## config.mk

```make
export PLATFORM = sky130hd
export DESIGN_NAME = io_channel_ready_gen_flat
export DESIGN_NICKNAME = d
export VERILOG_FILES = /design/src/rtl/io_channel_ready_gen_pkg.sv /design/src/rtl/io_channel_ready_gen_if.sv /design/src/rtl/io_channel_ready_gen_wait_counter.sv /design/src/rtl/io_channel_ready_gen.sv /design/src/flat_wrapper.sv
export SDC_FILE = /design/constraint.sdc
export NUM_CORES = 1
export LEC_CHECK = 0
export BUFFER_PORTS_ARGS = -buffer_cell sky130_fd_sc_hd__buf_2
export CORE_ASPECT_RATIO = 1.5
export CORE_UTILIZATION = 55
export CTS_CLUSTER_DIAMETER = 80
export DETAILED_ROUTE_END_ITERATION = 10
export PLACE_DENSITY = 0.78
export SLEW_MARGIN = 0
export SYNTH_ARGS = -nofsm -noshare
export SYNTH_HDL_FRONTEND = slang
export SYNTH_SLANG_ARGS = --single-unit
```

## constraint.sdc

```tcl
create_clock -name clock -period 2.7 [get_ports clock]
set_input_delay 0.135 -clock clock [delete_from_list [all_inputs] [get_ports clock]]
set_output_delay 0.135 -clock clock [all_outputs]
set_load 0.005 [all_outputs]
```

## src/rtl/io_channel_ready_gen_pkg.sv

```systemverilog
// Shared definitions for the I/O channel ready generator: the address
// region constants, the FSM state encoding and the region classifier.
package io_channel_ready_gen_pkg;

    localparam logic [2:0] VID_BASE_HI = 3'b101;
    localparam logic [3:0] ROM_BASE_HI = 4'hF;

    typedef enum logic [1:0] {
        IDLE = 2'd0,
        WAIT = 2'd1,
        EXT  = 2'd2,
        HOLD = 2'd3
    } state_t;

    typedef enum logic [1:0] {
        REGION_NONE = 2'd0,
        REGION_VID  = 2'd1,
        REGION_ROM  = 2'd2
    } region_t;

    // Video takes precedence over ROM; the two ranges do not overlap anyway.
    function automatic region_t classify_region(input logic [19:0] addr);
        region_t region;
        if (addr[19:17] == VID_BASE_HI) begin
            region = REGION_VID;
        end else if (addr[19:16] == ROM_BASE_HI) begin
            region = REGION_ROM;
        end else begin
            region = REGION_NONE;
        end
        return region;
    endfunction

endpackage

```

## src/rtl/io_channel_ready_gen_if.sv

```systemverilog
// CPU bus strobes/address in, chipset ready/check out.
interface io_channel_ready_gen_if;
    logic [19:0] address;
    logic        io_read_n;
    logic        io_write_n;
    logic        memory_read_n;
    logic        memory_write_n;
    logic        address_enable_n;
    logic        turbo;
    logic        ext_ready;
    logic        check_clear;
    logic        io_channel_ready;
    logic        io_channel_check;

    modport master (
        output address, io_read_n, io_write_n, memory_read_n, memory_write_n,
               address_enable_n, turbo, ext_ready, check_clear,
        input  io_channel_ready, io_channel_check
    );

    modport slave (
        input  address, io_read_n, io_write_n, memory_read_n, memory_write_n,
               address_enable_n, turbo, ext_ready, check_clear,
        output io_channel_ready, io_channel_check
    );
endinterface

```

## src/rtl/io_channel_ready_gen_wait_counter.sv

```systemverilog
// Loadable saturating counter. up=0: down-counter toward zero; up=1: up-counter
// toward all-ones. terminal flags count == limit.
module io_channel_ready_gen_wait_counter #(
    parameter int CW = 10
) (
    input  logic          clock,
    input  logic          reset_n,
    input  logic          clear,
    input  logic          load,
    input  logic [CW-1:0] load_value,
    input  logic          enable,
    input  logic          up,
    input  logic [CW-1:0] limit,
    output logic          terminal
);

    logic [CW-1:0] count_r;

    // Counter register: clear beats load beats count; never wraps.
    always_ff @(posedge clock or negedge reset_n) begin
        if (!reset_n) begin
            count_r <= {CW{1'b0}};
        end else if (clear) begin
            count_r <= {CW{1'b0}};
        end else if (load) begin
            count_r <= load_value;
        end else if (enable) begin
            if (up) begin
                if (count_r != {CW{1'b1}}) begin
                    count_r <= count_r + {{(CW-1){1'b0}}, 1'b1};
                end else begin
                    count_r <= count_r;
                end
            end else begin
                if (count_r != {CW{1'b0}}) begin
                    count_r <= count_r - {{(CW-1){1'b0}}, 1'b1};
                end else begin
                    count_r <= count_r;
                end
            end
        end else begin
            count_r <= count_r;
        end
    end

    assign terminal = (count_r == limit);

endmodule

```

## src/rtl/io_channel_ready_gen.sv

```systemverilog
// Wait-state generator for the chipset READY stage: stretches I/O, video and
// ROM cycles by a programmed number of clocks, then follows ext_ready with a
// timeout that raises a sticky I/O channel check.
module io_channel_ready_gen #(
    parameter int IO_WAITS    = 4,
    parameter int VID_WAITS   = 2,
    parameter int ROM_WAITS   = 1,
    parameter int TURBO_EXTRA = 1,
    parameter int TIMEOUT     = 1023,
    parameter int CW          = 10
) (
    input  logic                  clock,
    input  logic                  reset_n,
    io_channel_ready_gen_if.slave bus
);
    import io_channel_ready_gen_pkg::*;

    state_t        state_r, state_nx_s;
    logic          ready_r, ready_nx_s;
    logic          check_r, check_set_s;
    logic          prev_any_strobe_r;
    logic          any_strobe_s, start_s, io_cycle_s;
    logic [CW-1:0] base_waits_s, n_waits_s;
    logic          cnt_load_s, cnt_en_s, cnt_clr_s, cnt_term_s;
    logic          tmo_en_s, tmo_clr_s, tmo_term_s;

    assign any_strobe_s = bus.io_read_n & bus.io_write_n &
                          bus.memory_read_n & bus.memory_write_n;
    assign start_s      = ~any_strobe_s & prev_any_strobe_r;
    assign io_cycle_s   = ~bus.io_read_n | ~bus.io_write_n;

    // Wait count for the cycle that starts this clock; DMA owns the bus so no stretch.
    always_comb begin
        base_waits_s = {CW{1'b0}};
        n_waits_s    = {CW{1'b0}};
        if (io_cycle_s) begin
            base_waits_s = CW'(IO_WAITS);
        end else begin
            case (classify_region(bus.address))
                REGION_VID: base_waits_s = CW'(VID_WAITS);
                REGION_ROM: base_waits_s = CW'(ROM_WAITS);
                default:    base_waits_s = {CW{1'b0}};
            endcase
        end
        if (!bus.address_enable_n) begin
            n_waits_s = {CW{1'b0}};
        end else if ((base_waits_s != {CW{1'b0}}) && bus.turbo) begin
            n_waits_s = base_waits_s + CW'(TURBO_EXTRA);
        end else begin
            n_waits_s = base_waits_s;
        end
    end

    // Fixed wait-state down-counter; terminal at 1 so ready is low exactly N clocks.
    io_channel_ready_gen_wait_counter #(.CW(CW)) u_cnt (
        .clock      (clock),
        .reset_n    (reset_n),
        .clear      (cnt_clr_s),
        .load       (cnt_load_s),
        .load_value (n_waits_s),
        .enable     (cnt_en_s),
        .up         (1'b0),
        .limit      ({{(CW-1){1'b0}}, 1'b1}),
        .terminal   (cnt_term_s)
    );

    // ext_ready timeout up-counter; terminal one short so the release lands on the TIMEOUT-th low clock.
    io_channel_ready_gen_wait_counter #(.CW(CW)) u_tmo (
        .clock      (clock),
        .reset_n    (reset_n),
        .clear      (tmo_clr_s),
        .load       (1'b0),
        .load_value ({CW{1'b0}}),
        .enable     (tmo_en_s),
        .up         (1'b1),
        .limit      (CW'(TIMEOUT - 1)),
        .terminal   (tmo_term_s)
    );

    // Next-state and next-output decode for the cycle FSM.
    always_comb begin
        state_nx_s  = state_r;
        ready_nx_s  = ready_r;
        check_set_s = 1'b0;
        cnt_load_s  = 1'b0;
        cnt_en_s    = 1'b0;
        cnt_clr_s   = 1'b0;
        tmo_en_s    = 1'b0;
        tmo_clr_s   = 1'b0;
        case (state_r)
            IDLE: begin
                if (start_s && (n_waits_s != {CW{1'b0}})) begin
                    state_nx_s = WAIT;
                    ready_nx_s = 1'b0;
                    cnt_load_s = 1'b1;
                end else if (start_s) begin
                    state_nx_s = EXT;
                    ready_nx_s = bus.ext_ready;
                end else begin
                    ready_nx_s = 1'b1;
                end
            end
            WAIT: begin
                if (any_strobe_s) begin
                    state_nx_s = IDLE;
                    ready_nx_s = 1'b1;
                    cnt_clr_s  = 1'b1;
                    tmo_clr_s  = 1'b1;
                end else if (cnt_term_s) begin
                    state_nx_s = EXT;
                    ready_nx_s = bus.ext_ready;
                    cnt_clr_s  = 1'b1;
                end else begin
                    ready_nx_s = 1'b0;
                    cnt_en_s   = 1'b1;
                end
            end
            EXT: begin
                if (any_strobe_s) begin
                    state_nx_s = IDLE;
                    ready_nx_s = 1'b1;
                    cnt_clr_s  = 1'b1;
                    tmo_clr_s  = 1'b1;
                end else if (bus.ext_ready) begin
                    state_nx_s = HOLD;
                    ready_nx_s = 1'b1;
                    tmo_clr_s  = 1'b1;
                end else if (tmo_term_s) begin
                    state_nx_s  = HOLD;
                    ready_nx_s  = 1'b1;
                    check_set_s = 1'b1;
                    tmo_clr_s   = 1'b1;
                end else begin
                    ready_nx_s = 1'b0;
                    tmo_en_s   = 1'b1;
                end
            end
            HOLD: begin
                ready_nx_s = 1'b1;
                if (any_strobe_s) begin
                    state_nx_s = IDLE;
                end else begin
                    state_nx_s = HOLD;
                end
            end
            default: begin
                state_nx_s = IDLE;
                ready_nx_s = 1'b1;
                cnt_clr_s  = 1'b1;
                tmo_clr_s  = 1'b1;
            end
        endcase
    end

    // State, registered outputs and strobe history; a timeout set beats check_clear.
    always_ff @(posedge clock or negedge reset_n) begin
        if (!reset_n) begin
            state_r           <= IDLE;
            ready_r           <= 1'b1;
            check_r           <= 1'b0;
            prev_any_strobe_r <= 1'b1;
        end else begin
            state_r           <= state_nx_s;
            ready_r           <= ready_nx_s;
            prev_any_strobe_r <= any_strobe_s;
            if (check_set_s) begin
                check_r <= 1'b1;
            end else if (bus.check_clear) begin
                check_r <= 1'b0;
            end else begin
                check_r <= check_r;
            end
        end
    end

    assign bus.io_channel_ready = ready_r;
    assign bus.io_channel_check = check_r;

endmodule
```

## src/flat_wrapper.sv

```systemverilog
// flat-port wrapper written by rule: the top's interface ports become plain ports
module io_channel_ready_gen_flat import io_channel_ready_gen_pkg::*;
#(
    parameter int IO_WAITS    = 4,
    parameter int VID_WAITS   = 2,
    parameter int ROM_WAITS   = 1,
    parameter int TURBO_EXTRA = 1,
    parameter int TIMEOUT     = 1023,
    parameter int CW          = 10
)
  (clock, reset_n, bus_address, bus_io_read_n, bus_io_write_n, bus_memory_read_n, bus_memory_write_n, bus_address_enable_n, bus_turbo, bus_ext_ready, bus_check_clear, bus_io_channel_ready, bus_io_channel_check);
  io_channel_ready_gen_if bus_i ();
  input  logic clock;
  input  logic reset_n;
  input wire logic [$bits(bus_i.address)-1:0] bus_address;
  input wire logic [$bits(bus_i.io_read_n)-1:0] bus_io_read_n;
  input wire logic [$bits(bus_i.io_write_n)-1:0] bus_io_write_n;
  input wire logic [$bits(bus_i.memory_read_n)-1:0] bus_memory_read_n;
  input wire logic [$bits(bus_i.memory_write_n)-1:0] bus_memory_write_n;
  input wire logic [$bits(bus_i.address_enable_n)-1:0] bus_address_enable_n;
  input wire logic [$bits(bus_i.turbo)-1:0] bus_turbo;
  input wire logic [$bits(bus_i.ext_ready)-1:0] bus_ext_ready;
  input wire logic [$bits(bus_i.check_clear)-1:0] bus_check_clear;
  output wire logic [$bits(bus_i.io_channel_ready)-1:0] bus_io_channel_ready;
  output wire logic [$bits(bus_i.io_channel_check)-1:0] bus_io_channel_check;
  assign bus_i.address = bus_address;
  assign bus_i.io_read_n = bus_io_read_n;
  assign bus_i.io_write_n = bus_io_write_n;
  assign bus_i.memory_read_n = bus_memory_read_n;
  assign bus_i.memory_write_n = bus_memory_write_n;
  assign bus_i.address_enable_n = bus_address_enable_n;
  assign bus_i.turbo = bus_turbo;
  assign bus_i.ext_ready = bus_ext_ready;
  assign bus_i.check_clear = bus_check_clear;
  assign bus_io_channel_ready = bus_i.io_channel_ready;
  assign bus_io_channel_check = bus_i.io_channel_check;
  io_channel_ready_gen #(.IO_WAITS(IO_WAITS), .VID_WAITS(VID_WAITS), .ROM_WAITS(ROM_WAITS), .TURBO_EXTRA(TURBO_EXTRA), .TIMEOUT(TIMEOUT), .CW(CW)) u_core (.clock(clock), .reset_n(reset_n), .bus(bus_i));
endmodule
```

==> flow_metrics.py, run 1 <==
metrics = {
    "layout": {
        "final_common_cell": "nor2_1",
        "diodes": 0,
        "design_area_um2": 1830,
        "final_cell_mix": "28 x nor2_1, 23 x dfrtp_1, 16 x xnor2_1",
        "fin_cells": 241,
        "drive_above_1_share": 0.139,
        "n_fill_cell": 247,
        "nets": 243,
        "area_delta_synth_final_pct": 8.85,
    },
    "routing": {
        "drt_wl_total_mm": 3.39,
        "drt_iter0_drc": 38,
        "vias": 1393,
        "routedWlPerCell_um": 14.1,
        "route.detailed.drc": 0,
        "detail-route-antenna-nets": 0,
        "viasPerCell": 5.78,
        "dr.pass1.iters": 4,
    },
    "synth": {
        "yosys_warnings": 0,
        "syn_nets": 228,
        "synth_cell_types": 45,
        "yosysSeqAreaShare": 0.373,
        "synth_ff_type": "dfrtp_1",
        "synth_edf_count": 0,
        "syn_inst": 188,
        "postSynthAreaPerCell_um2": 8.95,
        "netlist_area_um2": 1680,
        "async_flop_share": 1.00,
        "ys_ff_latch": 25,
    },
    "placed_design": {
        "gp_congestion": 0.845,
        "portBuffers": 15,
        "place_inst": 236,
        "dp_hpwl_mm": 2.53,
        "placed_area_um2": 1780,
    },
    "die": {
        "die-area_um2": 3290,
        "die_x_um": 47.2,
        "core.rowCount": 24,
        "ioPinCount": 32,
        "initial_utilization": 0.578,
        "die_h_um": 69.7,
        "core_um2": 2910,
    },
    "timing": {
        "finClkSkew_ns": 0.00442,
        "period_share": 0.819,
        "hold_viol_final": 0,
        "rsz0062_at_grt": "false",
        "fmax_mhz": 452,
        "relSlewSlack": 0.539,
        "setup_tns_ns": 0,
        "min_period_ns": 2.21,
        "tightest_slew_ns": 0.686,
        "setup_violations": 0,
        "finalMaxSlewViolations": 0,
    },
    "power_and_ir_drop": {
        "p_per_area_nw_per_um2": 899,
        "leakagePower_uw": 0.000767,
        "swShare": 0.425,
        "seqPwrFrac": 0.376,
        "clkPwrFrac": 0.135,
        "power_switching_uw": 700,
        "ir_drop_mv": 0.580,
        "power.internal_uw": 948,
        "power_frac_comb": 0.489,
    },
    "worst_setup_path": {
        "r2r_setup_slack_ns": 0.56,
        "start_kind": "primary input",
        "worstReg2RegStart": "u_core.u_cnt.count_r[7]",
        "crit_fanout": 7,
        "r2r_end": "u_core.u_cnt.count_r[8]",
        "arrival_ns": 2.40,
        "worstSetupPathType": "in -> reg",
        "required_ns": 2.89,
        "cp-end-kind": "flop",
        "rr_worst_depth": 5,
    },
    "hold_path": {
        "hold_path_class": "in -> reg",
        "whs_endpoint": "u_core.bus.io_channel_check",
        "hold_depth": 2,
        "min_from": "bus_check_clear",
    },
    "global_routing": {
        "grt.total_usage": 0.220,
        "overflow": 0,
        "grt_max_degree": 26,
        "antenna_found_initial": 0,
        "grt_pass1_wl_mm": 5.46,
        "grtUsageMet3": 0.0208,
        "grt_pass1_vias": 1407,
        "grt_util_met1": 0.219,
        "use_met2": 0.429,
        "grt-busiest-layer": "met2",
    },
    "clocking": {
        "cts_sinks": 25,
        "clkTransAtPathRegs_ns": 0.09,
        "cts_setup_buffers": 0,
        "root_buffer": "clkbuf_8",
        "cts_tree": "done",
        "cts.htree.levels": 1,
        "cts.repair.resized": 0,
        "cts_buffer_depth": 2,
        "clk_latency_ns": 0.26,
        "cts_buffers": 3,
        "cts_hold_buf": 1,
    },
    "status": {
        "status": "finished, final reports clean",
    },
    "job": {
        "cap_violations": 0,
    },
}
[registers in the layout, summed over array words and instances (netlist names)]
register                     count
u_core.u_cnt.count_r            10
u_core.u_tmo.count_r            10
u_core.bus.io_channel_ready      1
u_core.prev_any_strobe_r         1
u_core.state_r                   2
u_core.bus.io_channel_check      1
[power groups by stage]
| stage | sequential (µW) | clock, µW | combinational [µW] |
|---|---|---|---|
| after global placement | 610 | 0 | 767 |
| final | 619 | 222 | 806 |
| after floorplan | 594 | 0 | 671 |
| after global routing | 636 | 240 | 898 |
| after CTS | 617 | 224 | 810 |
| after detailed placement | 620 | 0 | 800 |
[worst max path at each step]
stage	to	slack [ns]	startpoint
2_1_floorplan	u_core.u_cnt.count_r[9]	0.54	bus_io_read_n
3_3_place_gp	u_core.u_cnt.count_r[5]	0.27	bus_io_read_n
3_5_place_dp	u_core.u_cnt.count_r[8]	0.20	bus_io_write_n
4_1_cts	u_core.u_cnt.count_r[8]	0.48	bus_io_write_n
5_1_grt	u_core.u_cnt.count_r[4]	0.35	bus_io_read_n
6_report	u_core.u_cnt.count_r[8]	0.49	bus_io_read_n
[synthesized netlist by cell type, types with 3 or more instances]
library cell | count | area [µm²]
a211oi_1 | 5 | 37.5
a21oi_1 | 3 | 15.0
clkbuf_1 | 3 | 11.3
dfrtp_1 | 23 | 576
ha_1 | 10 | 125
inv_1 | 11 | 41.3
mux2i_1 | 4 | 40.0
nand2_1 | 8 | 30.0
nand2b_1 | 3 | 18.8
nand3_1 | 10 | 50.1
nand4_1 | 4 | 25.0
nor2_1 | 28 | 105
nor3_1 | 13 | 65.1
nor4_1 | 8 | 50.1
o21ai_0 | 3 | 15.0
or2_1 | 3 | 18.8
or3_1 | 3 | 18.8
xnor2_1 | 16 | 140
[layout make-up]
class	count	area (µm²)	area share
multi-input cells	145	978	0.534
flip-flops and latches	25	628	0.343
repair buffers	16	85.1	0.0464
well taps	39	48.8	0.0266
inverters	12	45.0	0.0246
clock buffers	3	41.3	0.0225
clock inverters	1	5.00	0.00273
[stage by stage]
step	hold slack (ns)	setup WS, ns	util	power [µW]
6_report	0.0532	0.489	0.629	1650
5_1_grt	0.0558	0.346	0.629	1770
4_1_cts	0.0552	0.481	0.629	1650
3_5_place_dp	0.154	0.201	0.610	1420
3_3_place_gp	0.153	0.268	0.610	1380
2_1_floorplan	-0.161	0.536	-	1260
[per-layer routing]
layer  part of all wire  vias to the layer above
met5                  0                        -
met3              0.025                        4
li1                   -                      687
met4              0.013                        0
met2               0.55                       31
met1               0.41                      671
[worst max-delay path, stage by stage]
cell,delay [ns]
buf_2,0.10
nand2_1,0.11
or3_1,0.43
ha_1,0.32
or3b_1,0.34
nor4_1,0.26
nor3_1,0.21
or2_1,0.34
nor2_1,0.15
[logic make-up (layout without fill, tap and decap cells)]
| group | Yosys count | count (layout) | synth area share |
|---|---|---|---|
| muxes | 5 | 5 | 0.0327 |
| buffers and inverters | 18 | 32 | 0.0453 |
| adders and majority gates | 10 | 10 | 0.0743 |
| AOI/OAI and AO/OA | 21 | 21 | 0.0959 |
| DFF | 25 | 25 | 0.373 |
| and+or+nand+nor | 92 | 92 | 0.290 |
| xor gates and xnor gates | 17 | 17 | 0.0885 |
Power figures use the tool's default switching activity.
==> inputs of run 2 (changes only) <==
--- a/config.mk
+++ b/config.mk
@@ -7,10 +7,10 @@
 export LEC_CHECK = 0
 export BUFFER_PORTS_ARGS = -buffer_cell sky130_fd_sc_hd__buf_2
 export CORE_ASPECT_RATIO = 1.5
-export CORE_UTILIZATION = 55
+export CORE_UTILIZATION = 50
 export CTS_CLUSTER_DIAMETER = 80
 export DETAILED_ROUTE_END_ITERATION = 10
-export PLACE_DENSITY = 0.78
+export PLACE_DENSITY = 0.75
 export SLEW_MARGIN = 0
 export SYNTH_ARGS = -nofsm -noshare
 export SYNTH_HDL_FRONTEND = slang
==> constraint.sdc (replaced) <==
create_clock -name clock -period 1.85 [get_ports clock]
set_input_delay 0.0925 -clock clock [delete_from_list [all_inputs] [get_ports clock]]
set_output_delay 0.0925 -clock clock [all_outputs]
set_load 0.005 [all_outputs]
==> run 2 against run 1 <==
Effect of this change: the flow now finishes with violations (negative setup slack); total power increased by 71%; cell area increased by 22%; first-iteration DRC count increased by 26%; utilization increased by 7.4 points; hold slack improved by 0.047 ns; critical path depth decreased by 4; sequential power increased by 40%; critical path type is now reg -> reg; largest cell class unchanged.
==> flow_metrics.py, run 2 (same netlist as run 1, synthesis figures left out) <==
metrics = {
    "worst_setup_path": {
        "crit_fanout": 5,
        "cp-end-kind": "flop",
        "path_cells": "or4_4 -> nor2_4 -> a211oi_2 -> a211o_1 -> mux2_4",
        "slowest_delay_ns": 0.60,
        "rr_worst_depth": 5,
        "cp-startpoint": "u_core.u_cnt.count_r[9]",
        "crit_buf_inv": 0,
        "required_ns": 2.01,
        "arrival_ns": 2.10,
        "start_kind": "flop",
        "worstReg2RegStart": "u_core.u_cnt.count_r[9]",
        "r2r_setup_slack_ns": -0.09,
        "worstSetupPathType": "reg -> reg",
        "r2r_end": "u_core.state_r[0]",
        "crit_family": "simple AND/OR/NAND/NOR gates",
        "slowest_stage": "or4_4",
    },
    "power_and_ir_drop": {
        "seqPwrFrac": 0.308,
        "ir_drop_mv": 0.893,
        "clkPwrFrac": 0.123,
        "swShare": 0.411,
        "leakagePower_uw": 0.000952,
        "p_per_area_nw_per_um2": 1250,
        "power.internal_uw": 1660,
        "power_switching_uw": 1160,
        "power_frac_comb": 0.569,
    },
    "timing": {
        "finalMaxSlewViolations": 0,
        "finClkSkew_ns": 0.00543,
        "tightest_slew_ns": 0.577,
        "setup_tns_ns": -0.273,
        "min_period_ns": 1.94,
        "setup_violations": 5,
        "period_share": 1.05,
        "fmax_mhz": 516,
        "relSlewSlack": 0.615,
        "rsz0062_at_grt": "true",
        "hold_viol_final": 0,
        "worst_slack_ns": -0.0886,
    },
    "layout": {
        "reg_top3": "u_core.u_cnt.count_r (10), u_core.u_tmo.count_r (10), u_core.state_r (2)",
        "diodes": 0,
        "area_delta_synth_final_pct": 33.3,
        "final_common_cell": "buf_4",
        "drive_above_1_share": 0.356,
        "utilization": 0.703,
        "final_cell_mix": "34 x buf_4, 27 x nor2_1, 23 x dfrtp_1",
        "design_area_um2": 2240,
        "n_fill_cell": 255,
        "nets": 277,
    },
    "placed_design": {
        "gp_congestion": 0.920,
        "pre_cts_slack_ns": -0.430,
        "dp_hpwl_mm": 3.06,
        "placed_area_um2": 2060,
        "portBuffers": 15,
    },
    "die": {
        "die-area_um2": 3610,
        "ioPinCount": 32,
        "core_um2": 3190,
        "initial_utilization": 0.527,
        "die_x_um": 49.4,
        "core.rowCount": 25,
        "die_h_um": 73.1,
    },
    "global_routing": {
        "antenna_found_initial": 0,
        "grt.total_usage": 0.249,
        "overflow": 0,
        "grt_pass1_wl_mm": 6.87,
        "grt_max_degree": 26,
        "grt_pass1_vias": 1680,
    },
    "clocking": {
        "clkTransAtPathRegs_ns": 0.10,
        "root_buffer": "clkbuf_8",
        "cts.htree.levels": 1,
        "clk_latency_ns": 0.27,
        "cts_buffers": 3,
        "cts_sinks": 25,
        "cts_buffer_depth": 2,
        "cts_tree": "done",
    },
    "routing": {
        "detail-route-antenna-nets": 0,
        "dr.pass1.iters": 4,
        "drt_wl_total_mm": 4.25,
        "viasPerCell": 5.75,
        "route.detailed.drc": 0,
        "vias": 1588,
        "routedWlPerCell_um": 15.4,
        "drt_iter0_drc": 48,
    },
    "hold_path": {
        "whs_endpoint": "u_core.u_cnt.count_r[2]",
        "hold_depth": 3,
        "min_from": "bus_address_enable_n",
        "hold_path_class": "in -> reg",
    },
    "job": {
        "cap_violations": 0,
    },
    "status": {
        "violations": "negative setup slack",
        "status": "finished, violations left",
    },
}
run 2: cell count changes in the layout (fill, tap and decap cells not counted), moves of 3 or more:
cell / change
buf_4: +34
nor3_1: -5
a211oi_1: -4
a211oi_2: +4
nor3_2: +4
nor4_1: -4
nand2_1: -3
nor4_2: +3
run 2: power by group through the flow:
stage	Sequential [µW]	Combinational, µW	Clock, µW
after global routing	889	1750	377
after floorplan	866	992	0
after detailed placement	873	1470	0
final	865	1600	347
after CTS	857	1570	356
after global placement	859	1410	0
run 2: worst max-delay path by stage:
stage / endpoint / depth (start not counted)
detailed placement: u_core.u_cnt.count_r[6] / 10
floorplan: u_core.state_r[0] / 8
finish: u_core.state_r[0] / 5
global route: u_core.state_r[0] / 5
global placement: u_core.state_r[0] / 9
CTS: u_core.state_r[0] / 6
run 2: what timing repair did:
action	CTS	global route
pin swaps	7	7
setup endpoints to repair	11	22
hold buffers	2	0
gates resized for setup	5	16
buffers inserted	4	0
hold endpoints to repair	24	0
cloned	0	0
run 2: per-stage QoR:
stage | std cells | hold WS (ns) | total power [µW]
floorplan | 188 | -0.203 | 1860
global placement | 267 | 0.108 | 2270
detailed placement | 267 | 0.118 | 2340
CTS | 277 | 0.0953 | 2780
global route | 276 | 0.0920 | 3020
finish | 276 | 0.100 | 2810
run 2: worst reg2reg max path, stage by stage (launching register included):
cell and delay (ns):
dfrtp_1 0.39, or4_4 0.60, nor2_4 0.14, a211oi_2 0.07, a211o_1 0.31, mux2_4 0.31
run 2: area by class of cell:
type	instances	area, µm²	share of cell area
Clock buffer	3	41.3	0.0184
Clock inverter	1	8.76	0.00390
Inverter	12	45.0	0.0201
Multi-Input combinational cell	145	1120	0.501
Sequential cell	25	628	0.280
Tap cell	40	50.0	0.0223
Timing Repair Buffer	50	345	0.154
run 2: layer usage:
| layer | up-vias | wire length [µm] | track usage |
|---|---|---|---|
| met5 | - | 0 | 0 |
| met3 | 11 | 119 | 0.0292 |
| met2 | 43 | 2440 | 0.498 |
| met4 | 0 | 85 | 0.146 |
| li1 | 762 | - | - |
| met1 | 772 | 1610 | 0.238 |
==> inputs of run 3 (changes only) <==
--- a/config.mk
+++ b/config.mk
@@ -11,6 +11,7 @@
 export CTS_CLUSTER_DIAMETER = 80
 export DETAILED_ROUTE_END_ITERATION = 10
 export PLACE_DENSITY = 0.75
+export SETUP_SLACK_MARGIN = 0.15
 export SLEW_MARGIN = 0
 export SYNTH_ARGS = -nofsm -noshare
 export SYNTH_HDL_FRONTEND = slang
==> run 3 against run 2 <==
Effect of this change: the flow still finishes with violations (negative setup slack); non-clock buffer count stayed put; clock skew is 0.0013 ns higher; sequential power is 0.6% higher; count of clock-buffer cells in the layout is 1 higher; critical endpoint is now u_core.u_cnt.count_r[1].
==> flow_metrics.py, run 3 (same netlist as run 1, synthesis figures left out) <==
metrics = {
    "status": {
        "status": "finished, violations left",
        "violations": "negative setup slack",
    },
    "power_and_ir_drop": {
        "p_total_uw": 2910,
        "ir_drop_mv": 0.864,
        "seqPwrFrac": 0.300,
        "power_switching_uw": 1210,
        "p_per_area_nw_per_um2": 1300,
        "clkPwrFrac": 0.113,
        "swShare": 0.417,
        "power.internal_uw": 1690,
        "leakagePower_uw": 0.000968,
        "power_frac_comb": 0.587,
    },
    "layout": {
        "reg_top3": "u_core.u_cnt.count_r (10), u_core.u_tmo.count_r (10), u_core.state_r (2)",
        "diodes": 0,
        "drive_above_1_share": 0.356,
        "n_fill_cell": 235,
        "final_cell_mix": "35 x buf_4, 26 x nor2_1, 23 x dfrtp_1",
        "fin_cells": 276,
        "final_common_cell": "buf_4",
        "design_area_um2": 2240,
        "area_delta_synth_final_pct": 33.1,
        "nets": 277,
    },
    "routing": {
        "viasPerCell": 5.87,
        "vias": 1621,
        "route.detailed.drc": 0,
        "routedWlPerCell_um": 16.0,
        "drt_iter0_drc": 47,
        "drt_wl_total_mm": 4.42,
        "dr.pass1.iters": 5,
        "detail-route-antenna-nets": 0,
    },
    "global_routing": {
        "antenna_found_initial": 0,
        "grt_max_degree": 26,
        "grt.total_usage": 0.262,
        "grt_pass1_wl_mm": 7.31,
        "overflow": 0,
        "grt_pass1_vias": 1711,
    },
    "timing": {
        "hold_ws_ns": 0.0192,
        "relSlewSlack": 0.623,
        "setup_violations": 4,
        "rsz0062_at_grt": "true",
        "finClkSkew_ns": 0.00673,
        "min_period_ns": 1.91,
        "tightest_slew_ns": 0.565,
        "hold_viol_final": 0,
        "finalMaxSlewViolations": 0,
        "fmax_mhz": 524,
        "worst_slack_ns": -0.0572,
        "period_share": 1.03,
    },
    "clocking": {
        "root_buffer": "clkbuf_8",
        "cts_buffers": 3,
        "cts.htree.levels": 1,
        "cts_buffer_depth": 2,
        "clk_latency_ns": 0.27,
        "cts_tree": "done",
        "clkTransAtPathRegs_ns": 0.09,
        "cts_sinks": 25,
    },
    "die": {
        "initial_utilization": 0.527,
        "die-area_um2": 3610,
        "die_x_um": 49.4,
        "ioPinCount": 32,
        "core_um2": 3190,
        "core.rowCount": 25,
        "die_h_um": 73.1,
    },
    "worst_setup_path": {
        "arrival_ns": 2.05,
        "worstSetupPathType": "reg -> reg",
        "required_ns": 1.99,
        "crit_fanout": 5,
        "r2r_setup_slack_ns": -0.06,
        "cp-end-kind": "flop",
        "start_kind": "flop",
    },
    "placed_design": {
        "portBuffers": 15,
        "gp_congestion": 0.902,
        "place_inst": 266,
        "placed_area_um2": 2050,
        "dp_hpwl_mm": 3.23,
    },
    "job": {
        "cap_violations": 0,
    },
    "hold_path": {
        "hold_path_class": "in -> reg",
    },
}
==> run 3: area by class of cell <==
cell class	count	area, µm²	area share
clock buffer	4	45.0	0.0201
multi-input combinational	145	1120	0.501
timing repair buffer	50	349	0.156
tap	40	50.0	0.0223
sequential	25	628	0.280
inverter	12	45.0	0.0201
==> run 3: worst max-delay path, cell delays in order (launching register included) <==
cell and delay [ns]:
dfrtp_1 0.39, or4_4 0.61, o311ai_4 0.37, nor2_2 0.07, a211oi_2 0.28, a211oi_2 0.06
==> run 3: repair_timing <==
item,in CTS,in global routing
hold endpoints to repair,23,0
endpoints found under the setup margin,22,23
pin swaps,11,8
hold buffers,1,0
resized for setup,15,7
setup buffers,1,4
==> run 3: stage by stage <==
| stage | worst slack (ns) | setup TNS (ns) | util |
|---|---|---|---|
| final | -0.0572 | -0.139 | 0.702 |
| after CTS | -0.0376 | -0.0435 | 0.681 |
| after detailed placement | -0.442 | -4.88 | 0.642 |
| after global routing | -0.0855 | -0.795 | 0.702 |
| after floorplan | -0.139 | -1.12 | - |
| after global placement | -0.366 | -4.02 | 0.642 |
==> run 3: layer usage <==
| layer | share of wire | wire length, µm | global-route usage | vias up |
|---|---|---|---|---|
| met1 | 0.39 | 1710 | 0.260 | 808 |
| met4 | 0.026 | 116 | 0.114 | 0 |
| met5 | 0 | 0 | 0 | - |
| li1 | - | - | - | 763 |
| met3 | 0.026 | 113 | 0.0354 | 10 |
| met2 | 0.56 | 2480 | 0.528 | 40 |
==> run 3: power groups by stage <==
stage	registers [µW]	logic, µW	clock network (µW)
detailed placement	871	1500	0
global placement	848	1420	0
finish	870	1710	328
global route	885	1840	355
floorplan	866	1000	0
CTS	865	1560	329
==> run 3: worst paths after layout <==
| path | from | to | cells after the start |
|---|---|---|---|
| setup / recovery | u_core.u_cnt.count_r[2] | u_core.u_cnt.count_r[1] | 5 |
| hold / removal | bus_check_clear | u_core.bus.io_channel_check | 2 |
| setup reg to reg | u_core.u_cnt.count_r[2] | u_core.u_cnt.count_r[1] | 5 |
| hold reg to reg | u_core.bus.io_channel_check | u_core.bus.io_channel_check | 2 |
| max in group asynchronous | reset_n | u_core.u_tmo.count_r[3] | 2 |
| min in group asynchronous | reset_n | u_core.u_cnt.count_r[2] | 2 |
